===== config.mk =====
export PLATFORM = sky130hd
export DESIGN_NAME = channel_dma
export DESIGN_NICKNAME = d
export VERILOG_FILES = /design/src/rtl/channel_dma.sv
export SDC_FILE = /design/constraint.sdc
export NUM_CORES = 1
export LEC_CHECK = 0
export CAP_MARGIN = 20
export CELL_PAD_IN_SITES_DETAIL_PLACEMENT = 1
export CELL_PAD_IN_SITES_GLOBAL_PLACEMENT = 1
export CORE_UTILIZATION = 33
export CTS_CLUSTER_DIAMETER = 80
export DETAILED_ROUTE_END_ITERATION = 10
export PLACE_DENSITY = 0.87
export SLEW_MARGIN = 20
export SYNTH_ARGS = -nofsm -noshare
export SYNTH_HDL_FRONTEND = slang
export SYNTH_SLANG_ARGS = --single-unit

===== constraint.sdc =====
create_clock -name aclk -period 3 [get_ports aclk]
set_input_delay 0.6 -clock aclk [delete_from_list [all_inputs] [get_ports aclk]]
set_output_delay 0.6 -clock aclk [all_outputs]
set_load 0.02 [all_outputs]

===== src/rtl/channel_dma.sv =====
// channel_dma: byte-stream <-> word-wide AXI4-Lite DMA engine with byte packing and strobes.
// Optional AXI transaction counter on axi_txns is built when CHANNEL_DMA_TXN_COUNT_EN is defined.
module channel_dma #(
    parameter int ADDR_W  = 32,
    parameter int COUNT_W = 16,
    parameter int DATA_W  = 64
) (
    input  logic                  aclk,
    input  logic                  aresetn,
    input  logic                  start,
    input  logic                  dir,
    input  logic [ADDR_W-1:0]     addr,
    input  logic [COUNT_W-1:0]    count,
    input  logic                  stop,
    input  logic                  flush,
    output logic                  busy,
    output logic                  done,
    output logic                  error,
    output logic [COUNT_W-1:0]    residual,
    output logic [7:0]            send_tdata,
    output logic                  send_tvalid,
    input  logic                  send_tready,
    input  logic [7:0]            recv_tdata,
    input  logic                  recv_tvalid,
    output logic                  recv_tready,
    output logic [ADDR_W-1:0]     m_axi_araddr,
    output logic                  m_axi_arvalid,
    input  logic                  m_axi_arready,
    input  logic [DATA_W-1:0]     m_axi_rdata,
    input  logic [1:0]            m_axi_rresp,
    input  logic                  m_axi_rvalid,
    output logic                  m_axi_rready,
    output logic [ADDR_W-1:0]     m_axi_awaddr,
    output logic                  m_axi_awvalid,
    input  logic                  m_axi_awready,
    output logic [DATA_W-1:0]     m_axi_wdata,
    output logic [DATA_W/8-1:0]   m_axi_wstrb,
    output logic                  m_axi_wvalid,
    input  logic                  m_axi_wready,
    input  logic [1:0]            m_axi_bresp,
    input  logic                  m_axi_bvalid,
    output logic                  m_axi_bready,
    output logic [31:0]           axi_txns
);

    localparam int BYTES = DATA_W / 8;
    localparam int LW    = $clog2(BYTES);

    typedef enum logic [2:0] {
        ST_IDLE,
        ST_FETCH,
        ST_SEND,
        ST_COLLECT,
        ST_WRITE,
        ST_FIN
    } state_t;

    state_t               state_q, state_d;
    logic                 dir_q, dir_d;
    logic [ADDR_W-1:0]    addr_q, addr_d;
    logic [ADDR_W-1:0]    waddr_q, waddr_d;
    logic [COUNT_W-1:0]   residual_q, residual_d;
    logic [DATA_W-1:0]    buf_q, buf_d;
    logic [BYTES-1:0]     strb_q, strb_d;
    logic                 term_q, term_d;
    logic                 error_q, error_d;
    logic                 done_q, done_d;
    logic                 busy_q, busy_d;
    logic                 send_tvalid_q, send_tvalid_d;
    logic                 recv_tready_q, recv_tready_d;
    logic                 arvalid_q, arvalid_d;
    logic                 rready_q, rready_d;
    logic                 awvalid_q, awvalid_d;
    logic                 wvalid_q, wvalid_d;
    logic                 bready_q, bready_d;

    logic [LW-1:0]        lane;
    logic [BYTES-1:0]     lane_oh;
    logic [BYTES-1:0]     strb_new;
    logic [7:0]           send_byte;
    logic                 send_hs, recv_hs, r_hs, b_hs;
    logic                 lane_last, last_byte, term_in;
    logic [ADDR_W-1:0]    word_addr;

    assign lane      = addr_q[LW-1:0];
    assign word_addr = {addr_q[ADDR_W-1:LW], {LW{1'b0}}};
    assign send_hs   = send_tvalid_q & send_tready;
    assign recv_hs   = recv_tready_q & recv_tvalid;
    assign r_hs      = rready_q & m_axi_rvalid;
    assign b_hs      = bready_q & m_axi_bvalid;
    assign lane_last = (lane == LW'(BYTES - 1));
    assign last_byte = (residual_q == COUNT_W'(1));
    // flush only means something while collecting from the channel
    assign term_in   = stop | (flush & dir_q);

    genvar gi;
    generate
        for (gi = 0; gi < BYTES; gi++) begin : g_lane
            assign lane_oh[gi] = (lane == LW'(gi));
        end
    endgenerate

    always_comb begin
        send_byte = '0;
        for (int i = 0; i < BYTES; i++) begin
            if (lane_oh[i]) send_byte = buf_q[i*8 +: 8];
        end
    end

    always_comb begin
        state_d    = state_q;
        dir_d      = dir_q;
        addr_d     = addr_q;
        waddr_d    = waddr_q;
        residual_d = residual_q;
        buf_d      = buf_q;
        strb_d     = strb_q;
        term_d     = term_q;
        error_d    = error_q;
        done_d     = 1'b0;
        busy_d     = busy_q;
        arvalid_d  = arvalid_q;
        rready_d   = rready_q;
        awvalid_d  = awvalid_q;
        wvalid_d   = wvalid_q;
        bready_d   = bready_q;
        strb_new   = strb_q;

        if (busy_q && term_in) term_d = 1'b1;

        case (state_q)
            ST_IDLE: begin
                if (start) begin
                    dir_d      = dir;
                    addr_d     = addr;
                    residual_d = count;
                    error_d    = 1'b0;
                    term_d     = 1'b0;
                    strb_d     = '0;
                    busy_d     = 1'b1;
                    if (count == '0)  state_d = ST_FIN;
                    else if (dir)     state_d = ST_COLLECT;
                    else              state_d = ST_FETCH;
                end
            end

            ST_FETCH: begin
                if (arvalid_q && m_axi_arready) arvalid_d = 1'b0;
                if (r_hs) begin
                    arvalid_d = 1'b0;
                    rready_d  = 1'b0;
                    buf_d     = m_axi_rdata;
                    if (m_axi_rresp != 2'b00) begin
                        error_d = 1'b1;
                        state_d = ST_FIN;
                    end else if (term_q || term_in) begin
                        state_d = ST_FIN;
                    end else begin
                        state_d = ST_SEND;
                    end
                end
            end

            ST_SEND: begin
                if (send_hs && residual_q != '0) begin
                    addr_d     = addr_q + ADDR_W'(1);
                    residual_d = residual_q - COUNT_W'(1);
                end
                if (stop || (send_hs && last_byte)) state_d = ST_FIN;
                else if (send_hs && lane_last)      state_d = ST_FETCH;
            end

            ST_COLLECT: begin
                if (recv_hs && residual_q != '0) begin
                    for (int i = 0; i < BYTES; i++) begin
                        if (lane_oh[i]) buf_d[i*8 +: 8] = recv_tdata;
                    end
                    strb_new   = strb_q | lane_oh;
                    addr_d     = addr_q + ADDR_W'(1);
                    residual_d = residual_q - COUNT_W'(1);
                end
                strb_d = strb_new;
                // the word being closed is always the one addr_q points into
                if ((recv_hs && (lane_last || last_byte)) || term_in || term_q) begin
                    waddr_d = word_addr;
                    state_d = (strb_new == '0) ? ST_FIN : ST_WRITE;
                end
            end

            ST_WRITE: begin
                if (awvalid_q && m_axi_awready) awvalid_d = 1'b0;
                if (wvalid_q && m_axi_wready)   wvalid_d  = 1'b0;
                if (b_hs) begin
                    awvalid_d = 1'b0;
                    wvalid_d  = 1'b0;
                    bready_d  = 1'b0;
                    if (m_axi_bresp != 2'b00) begin
                        error_d = 1'b1;
                        state_d = ST_FIN;
                    end else begin
                        strb_d = '0;
                        if (residual_q == '0 || term_q || term_in) state_d = ST_FIN;
                        else                                       state_d = ST_COLLECT;
                    end
                end
            end

            ST_FIN: begin
                done_d  = 1'b1;
                busy_d  = 1'b0;
                state_d = ST_IDLE;
            end

            default: state_d = ST_IDLE;
        endcase

        if (state_d == ST_FETCH && state_q != ST_FETCH) begin
            arvalid_d = 1'b1;
            rready_d  = 1'b1;
        end
        if (state_d == ST_WRITE && state_q != ST_WRITE) begin
            awvalid_d = 1'b1;
            wvalid_d  = 1'b1;
            bready_d  = 1'b1;
        end
        send_tvalid_d = (state_d == ST_SEND);
        recv_tready_d = (state_d == ST_COLLECT);
    end

    always_ff @(posedge aclk) begin
        if (!aresetn) begin
            state_q       <= ST_IDLE;
            dir_q         <= 1'b0;
            addr_q        <= '0;
            waddr_q       <= '0;
            residual_q    <= '0;
            buf_q         <= '0;
            strb_q        <= '0;
            term_q        <= 1'b0;
            error_q       <= 1'b0;
            done_q        <= 1'b0;
            busy_q        <= 1'b0;
            send_tvalid_q <= 1'b0;
            recv_tready_q <= 1'b0;
            arvalid_q     <= 1'b0;
            rready_q      <= 1'b0;
            awvalid_q     <= 1'b0;
            wvalid_q      <= 1'b0;
            bready_q      <= 1'b0;
        end else begin
            state_q       <= state_d;
            dir_q         <= dir_d;
            addr_q        <= addr_d;
            waddr_q       <= waddr_d;
            residual_q    <= residual_d;
            buf_q         <= buf_d;
            strb_q        <= strb_d;
            term_q        <= term_d;
            error_q       <= error_d;
            done_q        <= done_d;
            busy_q        <= busy_d;
            send_tvalid_q <= send_tvalid_d;
            recv_tready_q <= recv_tready_d;
            arvalid_q     <= arvalid_d;
            rready_q      <= rready_d;
            awvalid_q     <= awvalid_d;
            wvalid_q      <= wvalid_d;
            bready_q      <= bready_d;
        end
    end

`ifdef CHANNEL_DMA_TXN_COUNT_EN
    logic [31:0] txns_q;

    always_ff @(posedge aclk) begin
        if (!aresetn)                       txns_q <= '0;
        else if (state_q == ST_IDLE && start) txns_q <= '0;
        else if (r_hs || b_hs)              txns_q <= txns_q + 32'd1;
    end

    assign axi_txns = txns_q;
`else
    assign axi_txns = '0;
`endif

    assign busy          = busy_q;
    assign done          = done_q;
    assign error         = error_q;
    assign residual      = residual_q;
    assign send_tdata    = send_byte;
    assign send_tvalid   = send_tvalid_q;
    assign recv_tready   = recv_tready_q;
    assign m_axi_araddr  = word_addr;
    assign m_axi_arvalid = arvalid_q;
    assign m_axi_rready  = rready_q;
    assign m_axi_awaddr  = waddr_q;
    assign m_axi_awvalid = awvalid_q;
    assign m_axi_wdata   = buf_q;
    assign m_axi_wstrb   = strb_q;
    assign m_axi_wvalid  = wvalid_q;
    assign m_axi_bready  = bready_q;

endmodule


==> summary.txt, run 1 <==
Placement
  – Final HPWL DP: 29000 um
  – Port bufs: 300
  – Routability Congestion: approximately 0.89

Floorplanning
  – Ports: 339
  – Rows: 61
  – Die footprint: 0.0295 mm2
  – Initial core utilization: about 34%
  – Die W: 172 um
  – Die extent in y: 172 um
  – Core area: 0.0281 mm2

Routing
  – Wire per inst: approximately 21 um
  – Final ANT Viol Nets: 0
  – Drt total wl: 39100 um
  – Starting DRT DRC Count: around 550
  – Pre-Repair DR Iteration Count: 4
  – Vias: 9988
  – Drt via density: 5.48
  – Remaining DRCs: 0

Clock tree
  – Max Root-Sink Buffers: 2
  – Clock tree sinks: roughly 160
  – H-tree lvl count: 4
  – CTS root buf: clkbuf_16
  – CTS Hold Bufs: 0
  – Worst skew pair latency: about 440 ps
  – Clock transition at the registers of the reported paths: 70 ps
  – CTS tree: built
  – Cts bufs inserted: 17

GRT
  – Overflow after GRT: 0
  – Largest net degree at the start of global routing: 65
  – Number of antenna violations at the first check in global routing: 0
  – First-pass GRT wire length: 57800 um
  – Number of global-route vias before repair: 10200
  – GR Util All Layers: 25.6%

Min path
  – Hold path endpoint: m_axi_arvalid$_SDFFE_PN0P_
  – Hold path cells: 2
  – Type of the worst min-delay path: reg2reg
  – Hold_sp: m_axi_arvalid$_SDFFE_PN0P_

Yosys
  – Most common cell in the netlist: nor2_1
  – Library cells used by synthesis: ~80
  – FF+latch count, synth: about 160
  – Async set or reset register ratio after synthesis: 0%
  – Synth Instances: 1161
  – Area leader, netlist: dfxtp_1
  – Post-Syn Area per Cell: about 8.2 um2
  – Primary FF master, synth: dfxtp_1
  – Synth top area share: 34.5%
  – Synth area leaders: dfxtp_1 34%, a211oi_2 8.4%, a21oi_1 8.1%
  – Mapped Area: 0.00952 mm2
  – Number of synthesized flops with an enable pin: 0
  – Sequential area share after synthesis: 34.5%
  – Ys Warns: 0
  – Synth cell count leaders: 169 x nor2_1, 164 x dfxtp_1, 155 x a21oi_1

STA
  – Fin crit period: 3040 ps
  – Setup WS post-layout: -43.3 ps
  – Tcrit/Tclk final: 101%
  – Final hold vios: 0
  – Final setup vio count: 3
  – RSZ-0062 raised after global routing: true
  – Rel. slew slack: 51.4%
  – Setup TNS: -90.5 ps
  – Fmax: between 0.3 and 0.4 GHz
  – Fin. max-slew vios: 0
  – Worst slew pin tran: 729 ps
  – Hold_ws: around 480 ps
  – Clk_skew: 16.5 ps

Run status
  – Failing checks: negative setup slack
  – Outcome: finished with violations

Worst setup path
  – Critical Path Source Type: flip-flop
  – R2R Path End: m_axi_wdata[25]$_SDFFE_PN0P_
  – Crit Path Class: reg2out
  – Crit end category: output pin
  – Reg2Reg Depth: 9
  – CP max FO: 7
  – Critical path arrival: 2440 ps
  – Worst R2R Start: residual[0]$_SDFFE_PN0P_
  – R2r setup slk: 390 ps
  – Worst Path Required: ~2400 ps

Pwr
  – Pwr Density: approximately 690 mW/mm2
  – Maximum vdd ir drop: 410 uV
  – Static Leakage: around 4.8 nW

Finish
  – Share of post-route cells with drive strength above 1: 17.3%
  – Final #Nets: approximately 1600
  – Number of antenna diodes: 0
  – Area delta synth->final: 42.8%

Run
  – MaxCap Viol Count: 0
==> layout make-up <==
cell class | count | area, um2
clock buffers | 20 | 447
clock inverters | 12 | 145
fillers | 3318 | 14500
inverters | 14 | 65.1
multi-input cells | 868 | 5590
flip-flops and latches | 164 | 3290
well taps | 378 | 473
repair buffers | 365 | 3590
==> cells by family (layout without fill, tap and decap cells) <==
| logic type | Yosys count | after routing | synth area share, % |
|---|---|---|---|
| AND/OR/NAND/NOR | 396 | 396 | 21.4 |
| multiplexers | 29 | 29 | 3.05 |
| AO/OA/AOI/OAI | 397 | 397 | 29.9 |
| flip-flops | 164 | 164 | 34.5 |
| buffers and inverters | 166 | 411 | 10.1 |
| other | 1 | 38 | 0.0394 |
| adder cells (fa/ha/maj) | 8 | 8 | 1.05 |
==> routing by layer <==
| metal | up-vias | global-route usage, % | share of wire (%) |
|---|---|---|---|
| met5 | - | 0 | 0 |
| met4 | 0 | 10.4 | 3.5 |
| met3 | 71 | 7.16 | 8.1 |
| met2 | 389 | 47.8 | 50 |
| met1 | 4914 | 26.9 | 38 |
| li1 | 4614 | - | - |
==> worst max-delay path: stages (launching register included) <==
cell        delay, ps
dfxtp_2           340
buf_6             110
clkinvlp_4        120
ha_4              210
buf_4             140
nor2_2            180
a221oi_2          110
o21ai_2           200
o211ai_1          160
a21oi_1           240
buf_4             180
==> sequential cells by signal (all words and copies together), names as in the netlist, 3 cells and up <==
name	flops
addr_q	32
m_axi_wstrb	8
m_axi_awaddr	29
state_q	3
m_axi_wdata	64
residual	16
==> stage by stage <==
step	power (mW)	cells	setup WS [ps]	utilization, %	instance area, um2
after detailed placement	6.94	1784	-325	45.6	12800
final	9.35	1821	-43.3	48.4	13600
after global routing	9.78	1821	-139	48.4	13600
after CTS	9.33	1819	-15.1	48.2	13500
after global placement	6.79	1784	-276	45.6	12800
after floorplan	5.28	1198	273	-	9660
==> worst max path at each step <==
stage | from | endpoint | slack (ps) | cells past startpoint
2_1_floorplan | addr_q[2]$_SDFFE_PN0P_ | send_tdata[0] | 270 | 9
3_3_place_gp | addr_q[0]$_SDFFE_PN0P_ | send_tdata[4] | -280 | 10
3_5_place_dp | addr_q[0]$_SDFFE_PN0P_ | send_tdata[6] | -330 | 11
4_1_cts | addr_q[0]$_SDFFE_PN0P_ | send_tdata[4] | -20 | 10
5_1_grt | addr_q[0]$_SDFFE_PN0P_ | send_tdata[0] | -140 | 12
6_report | addr_q[0]$_SDFFE_PN0P_ | send_tdata[6] | -40 | 10
==> repair_timing <==
action,in CTS,in global routing
gates cloned,0,0
resized for setup,90,17
setup endpoints to repair,8,8
setup buffers,3,2
pin swaps,12,14
==> power by group <==
group | switching [mW] | internal, mW
sequential | 0.505 | 2.54
combinational | 2.25 | 1.76
clock | 1.03 | 1.27
==> cell usage in the layout, fill, tap and decap left out, types with 11 or more instances in the layout <==
cell type	count
clkdlybuf4s50_1	292
nor2_1	167
dfxtp_1	162
a21oi_1	147
nand2_1	87
a211oi_2	67
buf_4	58
o21ai_0	53
conb_1	38
mux2i_1	29
clkbuf_16	17
o21ai_1	15
and2_1	15
nand3_1	14
nor2b_1	12
nor3_1	12
inv_1	11
and3_1	11
nor4_1	11
No activity file was read; power rests on OpenSTA's default activity.
==> inputs of run 2 (changes only) <==
==> constraint.sdc (replaced) <==
create_clock -name aclk -period 2.8 [get_ports aclk]
set_input_delay 0.56 -clock aclk [delete_from_list [all_inputs] [get_ports aclk]]
set_output_delay 0.56 -clock aclk [all_outputs]
set_load 0.02 [all_outputs]
==> run 2 against run 1 <==
  * The run still ends with negative setup slack left
  * Sequential cell count stayed put
  * Clock skew shrank 3.5 ps
  * Combinational power rose by 8.7%
  * Critical endpoint unchanged
==> summary.txt, run 2 (synthesis results as in run 1) <==
Floorplanning
  – Initial core utilization: around a third
  – Core area: 0.0281 mm2
  – Rows: 61
  – Die extent in y: 172 um
  – Die W: around 170 um
  – Ports: 339
  – Die footprint: 0.0295 mm2

Worst setup path
  – Critical path arrival: 2410 ps
  – Max incr delay on CP: 330 ps
  – CP max FO: 7
  – Critical Path, Cell by Cell: buf_6 > clkinvlp_4 > ha_4 > clkinvlp_4 > nor2_4 > a221oi_2 > o21ai_1 > o211ai_1 > a21oi_1 > buf_4
  – R2R Path End: addr_q[27]$_SDFFE_PN0P_
  – R2r setup slk: 180 ps
  – Reg2Reg Depth: 7
  – Crit end category: output pin
  – Crit Path Class: reg2out
  – Slowest stage cell, crit path: dfxtp_2
  – CP most frequent cell: clkinvlp_4
  – Critical Path Source Type: flip-flop
  – Worst Path Required: 2240 ps
  – Worst R2R Start: addr_q[2]$_SDFFE_PN0P_

Finish
  – Final core utilization: a little under 50%
  – Most frequent cells in the layout: 292 x clkdlybuf4s50_1, 167 x nor2_1, 162 x dfxtp_1
  – Number of flip-flops in the largest register: 64
  – Non-filler cells in the finished layout: 1836
  – Filler cell count: 3295
  – Share of post-route cells with drive strength above 1: 17.8%
  – Register area: between 0.003 and 0.004 mm2
  – Most common cell after layout, fill and taps aside: clkdlybuf4s50_1
  – Number of antenna diodes: 0
  – Area delta synth->final: 43.4%
  – Multi-input gate area: between 0.005 and 0.006 mm2
  – Final #Nets: 1591

GRT
  – First-pass GRT wire length: roughly 59000 um
  – Number of global-route vias before repair: between 10000 and 15000
  – GR Util All Layers: between 20% and 30%
  – Largest net degree at the start of global routing: 67
  – Overflow after GRT: 0
  – Number of antenna violations at the first check in global routing: 0

Routing
  – Drt total wl: 39300 um
  – Starting DRT DRC Count: 617
  – Wire per inst: 21.4 um
  – Drt via density: 5.41
  – Remaining DRCs: 0
  – Vias: 9938
  – Final ANT Viol Nets: 0
  – Pre-Repair DR Iteration Count: 5

Min path
  – Hold path cells: 2
  – Hold_sp: error$_SDFFE_PN0P_
  – Hold path endpoint: error$_SDFFE_PN0P_
  – Type of the worst min-delay path: reg2reg

Clock tree
  – Worst skew pair latency: between 400 and 500 ps
  – Cts bufs inserted: 17
  – CTS tree: built
  – CTS root buf: clkbuf_16
  – H-tree lvl count: 4
  – Clock transition at the registers of the reported paths: 70 ps
  – Clock tree sinks: between 150 and 200
  – Max Root-Sink Buffers: 2

Placement
  – Port bufs: 300
  – Routability Congestion: 0.898
  – DP Worst Slack: -509 ps
  – Placed cell count: 1800
  – Final HPWL DP: 29500 um

STA
  – Fin. max-slew vios: 0
  – Fmax: 0.336 GHz
  – Rel. slew slack: 50.0%
  – Final setup vio count: 8
  – Worst slew pin tran: between 700 and 800 ps
  – Clk_skew: 12.9 ps
  – Setup TNS: -1060 ps
  – Setup WS post-layout: -174 ps
  – Tcrit/Tclk final: 106%
  – Fin crit period: 2970 ps
  – Final hold vios: 0
  – RSZ-0062 raised after global routing: true

Pwr
  – Design Power: 9.91 mW
  – Static Leakage: a little under 5 nW
  – Pwr Density: ~730 mW/mm2
  – Maximum vdd ir drop: 404 uV

Run status
  – Failing checks: negative setup slack
  – Outcome: finished with violations

Run
  – MaxCap Viol Count: 0
## run 2: cell types whose count changed in the layout (fill, tap and decap cells not counted), sizes merged
cell,change
clkinvlp,+3
inv,+1
buf,+16
clkbuf,-1
clkinv,-2
bufinv,-2
## run 2: cell type report
cell class / instances / area share (%)
multi-input combinational: 868 / 40.9
timing repair buffer: 381 / 27.2
sequential: 164 / 24.1
tap: 378 / 3.46
clock buffer: 19 / 3.24
clock inverter: 12 / 0.724
inverter: 14 / 0.476
## run 2: worst max-delay path, delay by kind of cell (launching register included)
family	cells	cell delay, ps
buffers and inverters	4	600
flip-flops	1	330
adder cells (fa/ha/maj)	1	190
AO/OA/AOI/OAI	4	650
AND/OR/NAND/NOR	1	210
## run 2: timing repair
action	CTS	global route
hold buffers	0	0
setup buffers	4	1
resized for setup	85	14
setup endpoints to repair	8	11
pin swaps	15	6
## run 2: power breakdown
group / internal [mW] / switching (mW)
registers: 2.72 / 0.518
clock network: 1.17 / 1.14
logic: 1.94 / 2.42
## run 2: how the worst max path moves through the flow
stage	start	endpoint	cells after the start	slack (ps)
after global placement	addr_q[0]$_SDFFE_PN0P_	send_tdata[6]	10	-450
after detailed placement	addr_q[0]$_SDFFE_PN0P_	send_tdata[3]	10	-510
final	addr_q[0]$_SDFFE_PN0P_	send_tdata[6]	10	-170
after CTS	addr_q[0]$_SDFFE_PN0P_	send_tdata[4]	10	-210
after global routing	addr_q[0]$_SDFFE_PN0P_	send_tdata[3]	10	-280
after floorplan	addr_q[2]$_SDFFE_PN0P_	send_tdata[0]	9	110
## run 2: per-layer routing
layer	wire (um)	share of wire, %	vias up	global-route usage, %
met5	0	0	-	0
met4	1380	3.5	0	11.4
met3	2750	7.0	76	6.41
met2	19600	50	360	47.7
met1	15500	40	4852	28.3
li1	-	-	4650	-
## run 2: stage by stage
step | hold WS, ps | cell area [um2]
finish | 488 | 13700
global route | 509 | 13700
CTS | 491 | 13600
detailed placement | 475 | 12900
global placement | 465 | 12900
floorplan | 461 | 9660
==> inputs of run 3 (changes only) <==
--- a/config.mk
+++ b/config.mk
@@ -8,10 +8,11 @@
 export CAP_MARGIN = 20
 export CELL_PAD_IN_SITES_DETAIL_PLACEMENT = 1
 export CELL_PAD_IN_SITES_GLOBAL_PLACEMENT = 1
-export CORE_UTILIZATION = 33
+export CORE_UTILIZATION = 46
 export CTS_CLUSTER_DIAMETER = 80
 export DETAILED_ROUTE_END_ITERATION = 10
-export PLACE_DENSITY = 0.87
+export DONT_BUFFER_PORTS = 1
+export PLACE_DENSITY = 0.85
 export SLEW_MARGIN = 20
 export SYNTH_ARGS = -nofsm -noshare
 export SYNTH_HDL_FRONTEND = slang
==> run 3 against run 2 <==
  * The run still ends with negative setup slack left
  * Sequential share of layout area up 7.4 points
  * Critical path type unchanged
  * Power is 9.9% lower
  * Count of clock-buffer cells in the layout unchanged
  * Largest cell class unchanged
  * Cell count fell by 23%
  * Register-to-register slack better by 100 ps
  * Largest power group is now registers
  * Routed wire length shrank 17%
  * Via count decreased by 11%
==> summary.txt, run 3 (synthesis results as in run 1) <==
Run status
  – Outcome: finished with violations
  – Failing checks: negative setup slack

Routing
  – Starting DRT DRC Count: 414
  – Final ANT Viol Nets: 0
  – Remaining DRCs: 0
  – Vias: a little under 9000
  – Wire per inst: 23.2 um
  – Drt total wl: 32800 um
  – Drt via density: 6.29
  – Pre-Repair DR Iteration Count: 6

Run
  – MaxCap Viol Count: 0

Min path
  – Hold_sp: aresetn
  – Type of the worst min-delay path: in2reg

Worst setup path
  – Crit-path leading delay family: compound AO/OA/AOI/OAI gates
  – CP most frequent cell: o21ai_1
  – R2R Path End: addr_q[29]$_SDFFE_PN0P_
  – Max incr delay on CP: 370 ps
  – Crit end category: output pin
  – Critical Path, Cell by Cell: buf_6 > ha_4 > clkinvlp_4 > buf_6 > a311oi_2 > a211oi_2 > o21ai_1 > o21ai_1 > o21ai_1 > buf_4
  – Worst Path Required: 2240 ps
  – Crit Path Class: reg2out
  – Worst path depth: 10
  – CP max FO: 7
  – Reg2Reg Depth: 7
  – Worst path buffer plus inverter count: 4
  – Critical path arrival: between 2000 and 2500 ps
  – Critical Path Start: addr_q[1]$_SDFFE_PN0P_
  – R2r setup slk: 280 ps
  – Critical Path Sink: send_tdata[1]
  – Worst R2R Start: addr_q[2]$_SDFFE_PN0P_
  – Critical Path Source Type: flip-flop
  – Slowest stage cell, crit path: dfxtp_4

Pwr
  – NetSw: 3.83 mW
  – Comb power frac: 32.5%
  – Clock power frac: 26.8%
  – P_int: approximately 5.1 mW
  – Static Leakage: 3.66 nW
  – Maximum vdd ir drop: between 400 and 500 uV
  – Net Sw Frac: approximately 43%
  – Sequential Power Share: roughly two fifths
  – Pwr Density: 855 mW/mm2

GRT
  – Overflow after GRT: 0
  – Number of global-route vias before repair: 9105
  – GR Util All Layers: 30.2%
  – Largest net degree at the start of global routing: 70
  – First-pass GRT wire length: approximately 50000 um
  – Number of antenna violations at the first check in global routing: 2

Finish
  – Number of flip-flops in the largest register: 64
  – Multi-input gate area: 0.00561 mm2
  – Share of post-route cells with drive strength above 1: 20.6%
  – Area delta synth->final: 9.72%
  – Fin area: 0.0104 mm2
  – Most common cell after layout, fill and taps aside: nor2_1
  – Final #Nets: around 1300
  – Most frequent cells in the layout: 168 x nor2_1, 162 x dfxtp_1, 152 x a21oi_1
  – Filler cell count: 2422
  – Register area: 0.00329 mm2

Floorplanning
  – Initial core utilization: 47.1%
  – Ports: approximately 340
  – Die extent in y: between 100 and 150 um
  – Rows: 52
  – Die footprint: 0.0213 mm2
  – Core area: 0.0202 mm2
  – Die W: 146 um

STA
  – Final hold vios: 0
  – Rel. slew slack: 44.4%
  – Fmax: 0.343 GHz
  – Setup WS post-layout: -115 ps
  – Tcrit/Tclk final: 104%
  – Fin crit period: 2920 ps
  – Fin. max-slew vios: 0
  – Final setup vio count: 6
  – Clk_skew: between 15 and 20 ps
  – RSZ-0062 raised after global routing: true
  – Hold_ws: 254 ps
  – Worst slew pin tran: 832 ps

Clock tree
  – Cts bufs inserted: 17
  – H-tree lvl count: 4
  – CTS Hold Bufs: 0
  – Clock transition at the registers of the reported paths: 70 ps
  – Worst skew pair latency: 440 ps
  – Clock tree sinks: between 150 and 200
  – CTS root buf: clkbuf_16
  – CTS tree: built
  – Max Root-Sink Buffers: 2

Placement
  – Final HPWL DP: 23300 um
  – Port bufs: 0
  – Placed inst area: roughly 0.0096 mm2
  – Routability Congestion: about 0.89
-- run 3: cell types whose count changed in the layout (fill, tap and decap cells not counted), moves of 3 or more --
| cell | before | now |
|---|---|---|
| clkdlybuf4s50_1 | 292 | 0 |
| buf_4 | 76 | 53 |
| o21ai_1 | 15 | 21 |
| clkinvlp_4 | 7 | 2 |
| inv_6 | 5 | 9 |
| o21ai_0 | 54 | 50 |
| ha_4 | 2 | 5 |
-- run 3: worst min-delay path by stage --
| stage | endpoint | slack (ps) | cells past startpoint |
|---|---|---|---|
| after global routing | addr_q[3]$_SDFFE_PN0P_ | 240 | 1 |
| after detailed placement | dir_q$_SDFFE_PN0P_ | 490 | 2 |
| final | addr_q[3]$_SDFFE_PN0P_ | 250 | 1 |
| after floorplan | dir_q$_SDFFE_PN0P_ | 460 | 2 |
| after global placement | dir_q$_SDFFE_PN0P_ | 470 | 2 |
| after CTS | addr_q[3]$_SDFFE_PN0P_ | 240 | 1 |
-- run 3: routing by layer --
metal	share of wire, %	wire length, um	vias to the layer above	track usage [%]
li1	-	-	4018	-
met1	39	12800	4399	34.9
met2	50	16300	388	52.8
met3	7.4	2440	80	7.49
met4	3.6	1170	2	13.4
met5	0.040	13	-	0
-- run 3: timing repair --
item / 4_1_cts / 5_1_grt
gates resized for setup: 49 / 14
pin swaps: 20 / 14
setup buffers: 9 / 2
setup endpoints to repair: 8 / 8
-- run 3: cell type report --
class,count,share of cell area (%)
Multi-Input combinational cell,868,53.7
Clock inverter,13,1.31
Sequential cell,164,31.5
Clock buffer,19,4.24
Inverter,14,0.635
Tap cell,270,3.23
Antenna cell,1,0.0240
Timing Repair Buffer,63,5.39
-- run 3: stage by stage --
step	std cells	total power [mW]	worst slack [ps]	util, %	setup TNS (ps)
detailed placement	1368	6.36	55.9	47.4	0
finish	1412	8.93	-115	51.6	-430
floorplan	1198	5.65	113	-	0
CTS	1409	8.87	-117	51.4	-402
global route	1412	9.33	-226	51.6	-1240
global placement	1368	6.24	215	47.4	0
-- run 3: power groups by stage --
stage	sequential, mW	combinational (mW)	clock [mW]
after global routing	3.67	3.14	2.52
after detailed placement	3.66	2.69	0
after floorplan	3.43	2.22	0
after global placement	3.65	2.59	0
after CTS	3.62	2.84	2.42
final	3.63	2.90	2.40
